===== src/rtl/demux_1x4_buf.sv =====
// 1-to-4 buffered demultiplexer: routes f to one of four channels, each with its own
// valid/ready handshake. Define DEMUX_DEPTH2_EN for 2-entry channel FIFOs (default: 1 entry).
module demux_1x4_buf (
  input  logic       clk,
  input  logic       rst,
  input  logic [7:0] f,
  input  logic       s1,
  input  logic       s0,
  input  logic       in_valid,
  output logic       in_ready,
  output logic [7:0] o0,
  output logic [7:0] o1,
  output logic [7:0] o2,
  output logic [7:0] o3,
  output logic       v0,
  output logic       v1,
  output logic       v2,
  output logic       v3,
  input  logic       r0,
  input  logic       r1,
  input  logic       r2,
  input  logic       r3
);

  logic [1:0] sel;
  logic [3:0] r_all;
  logic [3:0] valid_all;
  logic [3:0] space_all;
  logic [3:0] push_all;
  logic [3:0] pop_all;
  logic [7:0] data_all [4];

  assign sel   = {s1, s0};
  assign r_all = {r3, r2, r1, r0};

  // A full channel still accepts when its head leaves on the same edge.
  assign in_ready = space_all[sel] | r_all[sel];

  genvar gi;
  generate
    for (gi = 0; gi < 4; gi++) begin : g_chan
      assign push_all[gi] = in_valid & in_ready & (sel == 2'(gi));
      assign pop_all[gi]  = valid_all[gi] & r_all[gi];

`ifdef DEMUX_DEPTH2_EN
      logic [7:0] mem_reg [2];
      logic       wr_ptr_reg;
      logic       rd_ptr_reg;
      logic [1:0] count_reg;

      always_ff @(posedge clk or posedge rst) begin
        if (rst) begin
          mem_reg[0] <= 8'h00;
          mem_reg[1] <= 8'h00;
          wr_ptr_reg <= 1'b0;
          rd_ptr_reg <= 1'b0;
          count_reg  <= 2'd0;
        end else begin
          if (push_all[gi]) begin
            mem_reg[wr_ptr_reg] <= f;
          end
          // Popping the last word leaves rd_ptr on it so the output keeps its last value;
          // the write pointer is pulled back so the next word lands in that same slot.
          if (pop_all[gi] && !push_all[gi] && count_reg == 2'd1) begin
            wr_ptr_reg <= rd_ptr_reg;
          end else begin
            if (push_all[gi]) wr_ptr_reg <= ~wr_ptr_reg;
            if (pop_all[gi])  rd_ptr_reg <= ~rd_ptr_reg;
          end
          case ({push_all[gi], pop_all[gi]})
            2'b10:   count_reg <= count_reg + 2'd1;
            2'b01:   count_reg <= count_reg - 2'd1;
            default: count_reg <= count_reg;
          endcase
        end
      end

      assign valid_all[gi] = (count_reg != 2'd0);
      assign space_all[gi] = (count_reg != 2'd2);
      assign data_all[gi]  = mem_reg[rd_ptr_reg];
`else
      logic [7:0] data_reg;
      logic       full_reg;

      always_ff @(posedge clk or posedge rst) begin
        if (rst) begin
          data_reg <= 8'h00;
          full_reg <= 1'b0;
        end else begin
          if (push_all[gi]) begin
            data_reg <= f;
            full_reg <= 1'b1;
          end else if (pop_all[gi]) begin
            full_reg <= 1'b0;
          end
        end
      end

      assign valid_all[gi] = full_reg;
      assign space_all[gi] = ~full_reg;
      assign data_all[gi]  = data_reg;
`endif
    end
  endgenerate

  assign o0 = data_all[0];
  assign o1 = data_all[1];
  assign o2 = data_all[2];
  assign o3 = data_all[3];
  assign v0 = valid_all[0];
  assign v1 = valid_all[1];
  assign v2 = valid_all[2];
  assign v3 = valid_all[3];

endmodule


===== config.mk =====
export PLATFORM = sky130hd
export DESIGN_NAME = demux_1x4_buf
export DESIGN_NICKNAME = d
export VERILOG_FILES = /design/src/rtl/demux_1x4_buf.sv
export SDC_FILE = /design/constraint.sdc
export NUM_CORES = 1
export LEC_CHECK = 0
export BUFFER_PORTS_ARGS = -buffer_cell sky130_fd_sc_hd__buf_2
export CAP_MARGIN = 25
export CORE_MARGIN = 5
export CORE_UTILIZATION = 29
export DETAILED_ROUTE_END_ITERATION = 12
export GPL_TIMING_DRIVEN = 0
export HOLD_SLACK_MARGIN = 0.08
export PLACE_DENSITY_LB_ADDON = 0.12
export RECOVER_POWER = 50
export SYNTH_ARGS = -nofsm -noshare
export SYNTH_HDL_FRONTEND = slang
export SYNTH_SLANG_ARGS = --single-unit

===== constraint.sdc =====
create_clock -name clk -period 1.5 [get_ports clk]
set_input_delay 0.15 -clock clk [delete_from_list [all_inputs] [get_ports clk]]
set_output_delay 0.15 -clock clk [all_outputs]
set_load 0.02 [all_outputs]

==> results.toml <==
[sta]
final.setup_skew_ns = 0.00468
relSlewSlack_pct = 46.1
period_minus_slack_ns = 1.48
layout_setup_ws_ns = 0.0199
drv_slew = 0
worst_slew_pin_slew_ns = 0.808
max_freq_mhz = 676
setup_viol = 0
period_share_pct = 98.7
hold_viol_final = 0
fin_hold_ws_ns = 0.141
tns_ns = 0
rsz0062_at_grt = "yes"

[finish]
layout-drive-gt1-share_pct = 44.5
final-seq-area_um2 = 901
area_delta_synth_final_pct = 32.9
layout_common_cells = "dfrtp_1 (36), clkbuf_1 (35), mux2_2 (32), buf_2 (19)"
n_fill_cell = 475
nNetsFinal = 172
fin_util_pct = 39.6
final_common_cell = "dfrtp_1"
antennaDiodeCount = 0
multiInputGateArea_um2 = 488

[grt]
grt_max_degree = 20
antenna_found_initial = 0
grt-ovfl-total = 0
grt_util_all_layers_pct = 11.0
grt_pass1_vias = 1009
grt_pass1_wl_um = 5130

[worst_hold_path]
min_path_type = "in -> reg"

[logic_synthesis]
postSynthNetCount = 106
synth_seq_cells = 36
yosysWarningCount = 0
ys_types = 14
ys_seq_area_share_pct = 64.0
syn_inst = 89
synth.avg_cell_area_um2 = 15.8
synth.cell_area_um2 = 1410

[clock_network]
cts_root_buf = "clkbuf_8"
insertion_delay_ns = 0.28
cts_max_path_buffers = 2
cts_buffers = 5
cts_tree = "yes"
h-tree-depth = 2
clock-sinks = 36
clk_pin_slew_ns = 0.07

[floorplanning]
row_count = 25
die-height_um = 79.7
die_area_um2 = 6350
core_area_um2 = 4720
ios = 54
die_width_um = 79.7
start_util_pct = 29.8

[drt]
num_vias = 955
wl_um = 3220
drtIter0Drc = 24
dr.pass1.iters = 3
antenna_left = 0
viasPerCell = 4.30
wl_per_cell_um = 14.5
drc = 0

[setup_path]
startpoint_type = "register"
crit_path_end_kind = "output port"
criticalPathCategory = "reg -> out"
arrival_ns = 1.33
crit_required_ns = 1.35
critPathMaxFanout = 2

[pwr]
total_power_mw = 2.60
ir_worst_vdd_uv = 660
power.density_nw_per_um2 = 1390
total_leakage_power_nw = 0.826

[place]
dpl.hpwl_um = 2300
portBuffers = 52
gp_congestion = 0.664
place_ws_ns = -0.0415

[run]
max_cap_viol_count = 0

[outcome]
status = "complete, no violations"
[cell usage after synthesis (all sizes together)]
cell | count | area [um2]
nand3 | 1 | 5.00
nand3b | 1 | 11.3
nand2 | 5 | 18.8
o21ai | 1 | 5.00
dfrtp | 36 | 901
nand2b | 4 | 25.0
and3 | 1 | 6.26
nor2b | 2 | 15.0
nor3b | 1 | 18.8
buf | 3 | 15.0
mux2 | 32 | 360
mux4 | 1 | 22.5
inv | 1 | 3.75
[routing by layer]
metal  up-vias  GRT usage, %  part of all wire [%]
li1        441             -                     -
met1       478          13.4                    43
met2        31          17.2                    48
met3         5          4.63                   7.4
met4         0          4.12                   1.3
met5         -             0                     0
[kinds of logic after synthesis]
group / after synthesis / share of synthesized area (%)
compound gates: 1 / 0.355
buf+inv: 4 / 1.33
flops: 36 / 64.0
mux: 33 / 27.2
simple gates: 15 / 7.11
[cell type report]
type                            count  share of cell area (%)
Inverter                            1                   0.201
Clock inverter                      1                   0.268
Buffer                              3                   0.936
Tap cell                           67                    4.48
Sequential cell                    36                    48.2
Clock buffer                        6                    3.88
Multi-Input combinational cell     49                    26.1
Timing Repair Buffer               59                    16.0
[registers in the layout, summed over array words and instances, names as in the netlist]
| name | count |
|---|---|
| o1 | 8 |
| o3 | 8 |
| v0 | 1 |
| v2 | 1 |
| v3 | 1 |
| o0 | 8 |
| v1 | 1 |
| o2 | 8 |
[worst paths after layout]
path                       startpoint       end  slack (ns)  depth (start not counted)
setup / recovery                   v3  in_ready        0.02                          3
hold / removal                   f[7]     o2[7]        0.14                          2
setup reg to reg                   v3     o3[5]        0.08                          5
hold reg to reg                 o2[4]     o2[4]        0.50                          1
max in group asynchronous         rst     o2[4]        0.38                          4
min in group asynchronous         rst     o0[3]        0.57                          3
[power breakdown]
group          total [mW]  switching [mW]  leakage, nW  internal, mW
Clock               0.642           0.326       0.0410         0.316
Combinational       0.698           0.432        0.354         0.266
Sequential           1.26          0.0946        0.431          1.16
[repair_timing]
item	4_1_cts	5_1_grt
gates resized for setup	2	1
hold buffers	1	0
buffers inserted	5	0
hold endpoints to repair	18	0
endpoints found under the setup margin	9	9
[metrics by stage]
stage | std cells | instance area (um2)
floorplan | 89 | 1410
global placement | 208 | 1750
detailed placement | 209 | 1780
CTS | 222 | 1910
global route | 222 | 1870
finish | 222 | 1870
[worst max-delay path: stages (launching register included)]
cell      delay (ns)
dfrtp_1         0.34
nand2b_1        0.08
mux4_2          0.48
buf_6           0.15
(Power assumes the default switching activity.)
